===== src/rtl/hash_mem_responder_if.sv =====
// Host header/result streams, core control and core memory port of hash_mem_responder.
// Latency: none, wiring only.
// Backpressure: in_ready / out_ready give valid-ready flow control; the mem port is never stalled.
interface hash_mem_responder_if;
    logic        in_valid;
    logic        in_ready;
    logic [31:0] in_data;
    logic        out_valid;
    logic        out_ready;
    logic [31:0] out_data;
    logic        out_last;
    logic        core_start;
    logic        core_done;
    logic [15:0] message_addr;
    logic [15:0] output_addr;
    logic        mem_we;
    logic [15:0] mem_addr;
    logic [31:0] mem_write_data;
    logic [31:0] mem_read_data;
    logic        busy;
    logic        err;

    // Responder side
    modport slave (
        input  in_valid, in_data, out_ready, core_done, mem_we, mem_addr, mem_write_data,
        output in_ready, out_valid, out_data, out_last, core_start, message_addr, output_addr,
               mem_read_data, busy, err
    );

    // Host/core side
    modport master (
        output in_valid, in_data, out_ready, core_done, mem_we, mem_addr, mem_write_data,
        input  in_ready, out_valid, out_data, out_last, core_start, message_addr, output_addr,
               mem_read_data, busy, err
    );
endinterface


===== src/rtl/hash_mem_responder.sv =====
// Memory-side responder for the hash core: loads the header, starts the core, serves mem, drains results.
// Latency: mem reads one cycle; core_start the cycle after the last header accept; first result at the done edge.
// Backpressure: in_ready only in LOAD; result word and last flag hold while out_valid && !out_ready.
module hash_mem_responder #(
    parameter int          NUM_NONCES   = 16,
    parameter int          MSG_WORDS    = 20,
    parameter logic [15:0] MESSAGE_ADDR = 16'h0000,
    parameter logic [15:0] OUTPUT_ADDR  = 16'h0040
) (
    input  logic                  clk,
    input  logic                  reset_n,
    hash_mem_responder_if.slave   bus
);
    localparam int          LW        = (MSG_WORDS > 1) ? $clog2(MSG_WORDS) : 1;
    localparam int          OW        = (NUM_NONCES > 1) ? $clog2(NUM_NONCES) : 1;
    localparam logic [15:0] MSG_SPAN  = 16'(MSG_WORDS);
    localparam logic [15:0] OUT_SPAN  = 16'(NUM_NONCES);
    localparam logic [LW-1:0] LAST_LOAD = LW'(MSG_WORDS - 1);
    localparam logic [OW-1:0] LAST_OUT  = OW'(NUM_NONCES - 1);

    typedef enum logic [1:0] {LOAD, START, RUN, DRAIN} state_t;

    state_t        state;
    state_t        state_nxt;
    logic [LW-1:0] load_idx;
    logic [OW-1:0] out_idx;
    logic          done_q;
    logic          err_q;
    logic [31:0]   rd_q;
    logic [31:0]   msg     [MSG_WORDS];
    logic [31:0]   out_buf [NUM_NONCES];

    logic [15:0]   msg_off;
    logic [15:0]   out_off;
    logic          msg_hit;
    logic          out_hit;
    logic [LW-1:0] msg_sel;
    logic [OW-1:0] out_sel;
    logic          accept;
    logic          done_rise;
    logic          wr_ok;

    // Offsets are only turned into buffer indices once the range check has passed,
    // so an address below a region base can never alias into it through wrap-around.
    assign msg_off   = bus.mem_addr - MESSAGE_ADDR;
    assign out_off   = bus.mem_addr - OUTPUT_ADDR;
    assign msg_hit   = (bus.mem_addr >= MESSAGE_ADDR) && (msg_off < MSG_SPAN);
    assign out_hit   = (bus.mem_addr >= OUTPUT_ADDR) && (out_off < OUT_SPAN);
    assign msg_sel   = msg_hit ? msg_off[LW-1:0] : '0;
    assign out_sel   = out_hit ? out_off[OW-1:0] : '0;

    assign accept    = (state == LOAD) && bus.in_valid;
    // Only a fresh rising edge counts, so a done level left over from the last job is ignored
    assign done_rise = bus.core_done && !done_q;
    assign wr_ok     = (state == RUN) && out_hit;

    assign bus.message_addr  = MESSAGE_ADDR;
    assign bus.output_addr   = OUTPUT_ADDR;
    assign bus.mem_read_data = rd_q;
    assign bus.err           = err_q;

    // State register
    always_ff @(posedge clk or negedge reset_n) begin
        if (!reset_n) begin
            state <= LOAD;
        end else begin
            state <= state_nxt;
        end
    end

    // Next state and state-decoded stream/control outputs
    always_comb begin
        state_nxt      = state;
        bus.in_ready   = 1'b0;
        bus.core_start = 1'b0;
        bus.out_valid  = 1'b0;
        bus.out_data   = '0;
        bus.out_last   = 1'b0;
        bus.busy       = (state != LOAD);
        case (state)
            LOAD: begin
                bus.in_ready = 1'b1;
                if (accept && (load_idx == LAST_LOAD)) begin
                    state_nxt = START;
                end
            end
            START: begin
                bus.core_start = 1'b1;
                state_nxt      = RUN;
            end
            RUN: begin
                if (done_rise) begin
                    state_nxt = DRAIN;
                end
            end
            DRAIN: begin
                bus.out_valid = 1'b1;
                bus.out_data  = out_buf[out_idx];
                bus.out_last  = (out_idx == LAST_OUT);
                if (bus.out_ready && (out_idx == LAST_OUT)) begin
                    state_nxt = LOAD;
                end
            end
            default: state_nxt = LOAD;
        endcase
    end

    // Load/drain counters, done edge history and sticky error on any rejected core write
    always_ff @(posedge clk or negedge reset_n) begin
        if (!reset_n) begin
            load_idx <= '0;
            out_idx  <= '0;
            done_q   <= 1'b0;
            err_q    <= 1'b0;
        end else begin
            done_q <= bus.core_done;
            if (accept) begin
                load_idx <= (load_idx == LAST_LOAD) ? '0 : load_idx + 1'b1;
            end
            if ((state == RUN) && done_rise) begin
                out_idx <= '0;
            end else if ((state == DRAIN) && bus.out_ready) begin
                out_idx <= (out_idx == LAST_OUT) ? '0 : out_idx + 1'b1;
            end
            if (bus.mem_we && !wr_ok) begin
                err_q <= 1'b1;
            end
        end
    end

    // Registered read port; served in every state, unmapped addresses read as zero
    always_ff @(posedge clk or negedge reset_n) begin
        if (!reset_n) begin
            rd_q <= '0;
        end else if (msg_hit) begin
            rd_q <= msg[msg_sel];
        end else if (out_hit) begin
            rd_q <= out_buf[out_sel];
        end else begin
            rd_q <= '0;
        end
    end

    // Buffer storage: header fill in LOAD, result clear at START, core writes in RUN
    always_ff @(posedge clk) begin
        if (accept) begin
            msg[load_idx] <= bus.in_data;
        end
        if (state == START) begin
            for (int i = 0; i < NUM_NONCES; i++) begin
                out_buf[i] <= '0;
            end
        end else if (bus.mem_we && wr_ok) begin
            out_buf[out_sel] <= bus.mem_write_data;
        end
    end
endmodule

===== src/flat_wrapper.sv =====
// flat-port wrapper written by rule: the top's interface ports become plain ports
module hash_mem_responder_flat 
#(
    parameter int          NUM_NONCES   = 16,
    parameter int          MSG_WORDS    = 20,
    parameter logic [15:0] MESSAGE_ADDR = 16'h0000,
    parameter logic [15:0] OUTPUT_ADDR  = 16'h0040
)
  (clk, reset_n, bus_in_valid, bus_in_data, bus_out_ready, bus_core_done, bus_mem_we, bus_mem_addr, bus_mem_write_data, bus_in_ready, bus_out_valid, bus_out_data, bus_out_last, bus_core_start, bus_message_addr, bus_output_addr, bus_mem_read_data, bus_busy, bus_err);
  hash_mem_responder_if bus_i ();
  input  logic clk;
  input  logic reset_n;
  input wire logic [$bits(bus_i.in_valid)-1:0] bus_in_valid;
  input wire logic [$bits(bus_i.in_data)-1:0] bus_in_data;
  input wire logic [$bits(bus_i.out_ready)-1:0] bus_out_ready;
  input wire logic [$bits(bus_i.core_done)-1:0] bus_core_done;
  input wire logic [$bits(bus_i.mem_we)-1:0] bus_mem_we;
  input wire logic [$bits(bus_i.mem_addr)-1:0] bus_mem_addr;
  input wire logic [$bits(bus_i.mem_write_data)-1:0] bus_mem_write_data;
  output wire logic [$bits(bus_i.in_ready)-1:0] bus_in_ready;
  output wire logic [$bits(bus_i.out_valid)-1:0] bus_out_valid;
  output wire logic [$bits(bus_i.out_data)-1:0] bus_out_data;
  output wire logic [$bits(bus_i.out_last)-1:0] bus_out_last;
  output wire logic [$bits(bus_i.core_start)-1:0] bus_core_start;
  output wire logic [$bits(bus_i.message_addr)-1:0] bus_message_addr;
  output wire logic [$bits(bus_i.output_addr)-1:0] bus_output_addr;
  output wire logic [$bits(bus_i.mem_read_data)-1:0] bus_mem_read_data;
  output wire logic [$bits(bus_i.busy)-1:0] bus_busy;
  output wire logic [$bits(bus_i.err)-1:0] bus_err;
  assign bus_i.in_valid = bus_in_valid;
  assign bus_i.in_data = bus_in_data;
  assign bus_i.out_ready = bus_out_ready;
  assign bus_i.core_done = bus_core_done;
  assign bus_i.mem_we = bus_mem_we;
  assign bus_i.mem_addr = bus_mem_addr;
  assign bus_i.mem_write_data = bus_mem_write_data;
  assign bus_in_ready = bus_i.in_ready;
  assign bus_out_valid = bus_i.out_valid;
  assign bus_out_data = bus_i.out_data;
  assign bus_out_last = bus_i.out_last;
  assign bus_core_start = bus_i.core_start;
  assign bus_message_addr = bus_i.message_addr;
  assign bus_output_addr = bus_i.output_addr;
  assign bus_mem_read_data = bus_i.mem_read_data;
  assign bus_busy = bus_i.busy;
  assign bus_err = bus_i.err;
  hash_mem_responder #(.NUM_NONCES(NUM_NONCES), .MSG_WORDS(MSG_WORDS), .MESSAGE_ADDR(MESSAGE_ADDR), .OUTPUT_ADDR(OUTPUT_ADDR)) u_core (.clk(clk), .reset_n(reset_n), .bus(bus_i));
endmodule

===== config.mk =====
export PLATFORM = sky130hd
export DESIGN_NAME = hash_mem_responder_flat
export DESIGN_NICKNAME = d
export VERILOG_FILES = /design/src/rtl/hash_mem_responder_if.sv /design/src/rtl/hash_mem_responder.sv /design/src/flat_wrapper.sv
export SDC_FILE = /design/constraint.sdc
export NUM_CORES = 2
export LEC_CHECK = 0
export ABC_AREA = 1
export BUFFER_PORTS_ARGS = -buffer_cell sky130_fd_sc_hd__buf_2
export CAP_MARGIN = 30
export CELL_PAD_IN_SITES_DETAIL_PLACEMENT = 1
export CELL_PAD_IN_SITES_GLOBAL_PLACEMENT = 1
export CORE_ASPECT_RATIO = 0.8
export CORE_UTILIZATION = 45
export DETAILED_ROUTE_END_ITERATION = 10
export PLACE_DENSITY_LB_ADDON = 0.3
export SETUP_SLACK_MARGIN = 0.3
export SLEW_MARGIN = 20
export SYNTH_ARGS = -nofsm -noshare
export SYNTH_HDL_FRONTEND = slang
export SYNTH_SLANG_ARGS = --single-unit

===== constraint.sdc =====
create_clock -name clk -period 4.21 [get_ports clk]
set_clock_uncertainty 0.15 [all_clocks]
set_input_delay 0.2105 -clock clk [delete_from_list [all_inputs] [get_ports clk]]
set_output_delay 0.2105 -clock clk [all_outputs]
set_load 0.05 [all_outputs]

* Word level (Yosys, flattened, before mapping)
Memory sizes are Yosys's and may differ from the RTL's.
Cells that the tools add are included.
Widths: inputs -> output; s select.
** Storage, ports and cells
- Input port bits :: 86
- Register bits :: 45
- Bits in writable memories :: 1152
- Memories :: 2
- Word-level logic and storage cells :: 67
** Memories
- u_core.msg :: depth 20, bits a word 32, rd ports 1, clocked after memory_dff 0, wr ports 1, RTL line hash_mem_responder.sv:30 : logic [31:0] msg [MSG_WORDS];
- u_core.out_buf :: depth 16, bits a word 32, rd ports 2, clocked after memory_dff 0, wr ports 16, RTL line hash_mem_responder.sv:31 : logic [31:0] out_buf [NUM_NONCES];
** Cells by class
- $add $sub $neg :: 3
- Eq/ne operators :: 8
- Order comparisons :: 4
- Muxes and demuxes :: 26
- Reduce and logical (&&, ||, !) cells :: 18
** Operators with widths (number)
- $mux 32 :: 4
- $lt 16x5->1 const B :: 2
- $reduce_or 32->1 :: 1
- $mux 4 :: 5
- $ge 16x1->1 const B :: 1
- $ge 16x7->1 const B :: 1
- $sub 16x7->16 const B :: 1
- $logic_and 1x1->1 :: 11
- $mux 1 :: 11
- $mux 5 :: 2
- $pmux 2 s4 :: 1
- $mux 2 :: 3
- $add 5x1->5 const B :: 1
- $eq 5x5->1 const B :: 1
- $add 4x1->4 const B :: 1
- $eq 2x2->1 const B :: 2
- $eq 4x4->1 const B :: 1
- $ne 2x1->1 const B :: 2
- $reduce_bool 2->1 :: 2
- $reduce_and 3->1 :: 1
- $eq 2x1->1 const B :: 1
- $logic_not 1->1 :: 2
- $logic_not 2->1 :: 1
- $ne 2x2->1 const B :: 1

* Depth between registers and ports, before layout
- Depth in word-level cells :: 10
- Depth in mapped cells :: 14
- Gate-level depth less buffers :: 12

* Worst setup path before layout
OpenSTA, ideal clock, no wires.
- Path kind :: register to register
- Start point :: reg u_core.state[0]
- End point :: mem u_core.msg[15][0], enable pin
- Setup slack :: 0.065 ns
- Arrival time :: 3.532 ns
- Clock period less this slack :: 4.145 ns
- Stages on the path, launching flop included :: 5
- Setup time :: 0.463 ns
- Path through :: dfrtp_1 -> inv_1 -> ha_1 -> nand2_1 -> nor3_1
** On the way
- Word-level cells in the longest chain between the ends :: 4
** RTL lines
- from (decl) :: RTL line hash_mem_responder.sv:23 : state_t state;
- from (signal assigned) :: RTL line hash_mem_responder.sv:67 : state <= state_nxt;
- $logic_not 2->1 :: RTL line hash_mem_responder.sv:52 : assign accept = (state == LOAD) && bus.in_valid;
- $logic_and 1x1->1 :: RTL line hash_mem_responder.sv:52
- $mux 1 :: RTL line hash_mem_responder.sv:146 : if (accept) begin
- $mux 1 (not written as such) :: RTL line hash_mem_responder.sv:147 : msg[load_idx] <= bus.in_data;
- to (decl) :: RTL line hash_mem_responder.sv:30
Every way passes these cells.

* Worst setup path after layout
- Start point :: reg u_core.out_idx[1]
- End point :: out bus_out_data[19]
** On the way
- Word-level cells in the longest chain between the ends :: 2
** RTL lines
- from (decl) :: RTL line hash_mem_responder.sv:26 : logic [OW-1:0] out_idx;
- from (signal assigned) :: RTL line hash_mem_responder.sv:123 : out_idx <= (out_idx == LAST_OUT) ? '0 : out_idx + 1'b1;
- $mem_v2 16x32
- $mux 32 :: RTL line hash_mem_responder.sv:80 : case (state)
- to (decl) :: RTL line flat_wrapper.sv:22 : output wire logic [$bits(bus_i.out_data)-1:0] bus_out_data;
Every way passes these cells.

==> qor.csv <==
metric,value,unit
globalplace.congestion,0.853,
synth_top_family_by_area,simple AND/OR/NAND/NOR gates,
hold_path_class,in -> async,
fin_crit,3.86,ns
avgSynthCellArea,9.34,µm²
cts-htree-levels,4,
clock_path_buffers,3,
crit_path_max_fanout,94,
die_w,405,µm
worstMarginPinSlew,1.11,ns
ctsRootBufferMaster,clkbuf_16,
drc,0,
finalHoldViolations,0,
finalNetCount,6349,
cp-end-kind,primary output,
antenna_found_initial,9,
first_pass_iters,7,
final_area,0.0661,mm²
coreArea,0.128,mm²
drive_above_1_share,0.0947,
start_kind,register,
synthSimpleGateAreaFrac,0.217,
synth_fa_ha_area_frac,0.00193,
drtAntennaViolNets,0,
grt_pass1_wl,330,mm
track_usage,0.340,
switching_share,0.363,
place_ws,0.784,ns
crit-reg2reg-capture,u_core.out_buf[10][23],
seq_power_share,0.429,
synth_area_leaders,"edfxtp_1, nor2_1, inv_1, nand3_1, nand4_1",
drtIter0Drc,6248,
max_stage_delay,0.66,ns
internal_power,24.5,mW
setup_ws,0.355,ns
viasPerCell,6.17,
relSlewSlack,0.258,
port_buffers,155,
final.setup.tns,0,ns
synth_edf_count,1152,
whs,0.0365,ns
r2r_cells,7,
rsz0062_at_grt,false,
powerDensity,583,mW/mm²
cp.required,3.85,ns
dp_hpwl,126,mm
start_util,0.457,
overflow,0,
synth_top_area_frac,0.591,
synthXorXnorAreaFrac,0.000299,
max_freq,0.259,GHz
critical_path_class,reg -> out,
clk_pin_slew,0.06,ns
synth_compound_area_frac,0.0741,
die_area,0.131,mm²
comb_power_share,0.270,
netlist_area,0.0585,mm²
synth.distinct_cells,35,
clkPwrFrac,0.301,
status,"complete, no violations",
drv_slew,0,
wirelength,226,mm
cap_viol_max_count,0,
cts_buffers,131,
ys_seq_area_frac,0.611,
r2r_slack,0.92,ns
synth.largest_area_cell,edfxtp_1,
num_vias,49900,
ir_drop,0.849,mV
grt_pass1_vias,50600,
num_rows,117,
routedWlPerCell,28.0,µm
yosysWarnings,0,
postLayoutCoreUtil,0.516,
tritoncts,yes,
async_flop_share,0.0376,
ys.flop_type,edfxtp_1,
switching_power,14.0,mW
r2r-start,u_core.state[0],
p_leak,27.4,nW
io_pins,188,
synth_common_cells,"edfxtp_1, nor2_1, inv_1, nand2_1, nand3_1",
path_cells,buf_12 -> o21ai_0 -> o211ai_1 -> nand3_1 -> a21oi_1 -> buf_2,
cp_slowest_cell,dfrtp_4,
finalCritPeriodShare,0.916,
grt_max_degree,174,
placed_area,0.0611,mm²
insertion_delay,0.81,ns
ys_ff_latch,1197,
finalSetupViolCount,0,
clock_sinks,1197,
synth.area.mux_share,0,
syn_to_final_growth,13.0,%
yosysMostFrequentCell,edfxtp_1,
synthCells,6263,
cp_data_arrival_time,3.49,ns
die_y,324,µm
## power groups by stage
stage | Sequential [mW] | Clock, mW | Combinational [mW]
2_1_floorplan | 16.4 | 0 | 6.02
3_3_place_gp | 16.6 | 0 | 9.66
3_5_place_dp | 16.7 | 0 | 9.96
4_1_cts | 16.5 | 11.7 | 10.1
5_1_grt | 16.7 | 12.1 | 10.9
6_report | 16.5 | 11.6 | 10.4
## cells in the final DEF (no fill, tap or decap), types with 29 or more instances in the layout
master and n:
buf_12 39, dlygate4sd3_1 70, nor2_1 1000, buf_2 153
inv_1 873, nand3_1 629, o211ai_1 62, clkbuf_1 30
conb_1 32, a21oi_1 264, o21ai_0 437, buf_4 89
clkinv_2 29, dfrtp_1 41, nand2_2 30, nand4_1 458
nand2_1 619, clkbuf_16 136, edfxtp_1 1152, a31oi_1 30
or2_2 32
## flip-flops by register name, indices dropped and copies added, names as in the netlist
| signal | cells |
|---|---|
| u_core.out_idx | 4 |
| u_core.bus.err | 1 |
| u_core.done_q | 1 |
| u_core.out_buf | 512 |
| u_core.load_idx | 5 |
| u_core.state | 2 |
| u_core.msg | 640 |
| u_core.bus.mem_read_data | 32 |
## worst max path at each step
stage	cells past startpoint	startpoint	to
floorplan	9	u_core.state[0]	u_core.state[0]
global placement	9	bus_mem_addr[1]	u_core.bus.mem_read_data[16]
detailed placement	12	bus_mem_addr[4]	u_core.out_buf[10][24]
CTS	7	u_core.out_idx[0]	bus_out_data[4]
global route	6	u_core.out_idx[0]	bus_out_data[8]
finish	6	u_core.out_idx[1]	bus_out_data[19]
## layout make-up
| class | instances | area, µm² |
|---|---|---|
| Fill cell | 14200 | 62000 |
| Sequential cell | 1197 | 35700 |
| Multi-Input combinational cell | 3678 | 17600 |
| Clock buffer | 175 | 3640 |
| Inverter | 888 | 3360 |
| Timing Repair Buffer | 358 | 3050 |
| Tap cell | 1725 | 2160 |
| Clock inverter | 64 | 576 |
| Antenna cell | 2 | 5.00 |
## routing by layer
metal  vias up  part of all wire  global-route usage
li1      21200                 -                   -
met1     25100              0.41               0.480
met2      2995              0.44               0.512
met3       564              0.11              0.0686
met4         4             0.041               0.138
met5         -          0.000080                   0
## worst max-delay path: cells and delay by family (launching register included)
family	cells	cell delay, ns
compound gates	3	1.00
buf+inv	2	0.82
flops	1	0.66
simple gates	1	0.12
## timing repair
item                                    CTS  global route
endpoints found under the hold margin  1187             0
buffers inserted                          1             0
setup endpoints to repair                10             2
cloned                                    0             0
gates resized for setup                   2             2
hold buffers                             70             0
## metrics by stage
step | std cells | total power, mW
floorplan | 6293 | 22.4
finish | 8087 | 38.5
global route | 8087 | 39.7
global placement | 7771 | 26.2
detailed placement | 7773 | 26.6
CTS | 8083 | 38.3
## cells by family (layout without fill, tap and decap cells)
logic type               Yosys count  in the layout
AO/OA/AOI/OAI                    820            820
XOR/XNOR                           2              2
adder cells (fa/ha/maj)            9              9
buffers and inverters           1418           1485
flip-flops                      1197           1197
other                              2             34
AND/OR/NAND/NOR                 2815           2815
Power figures use the tool's default switching activity.
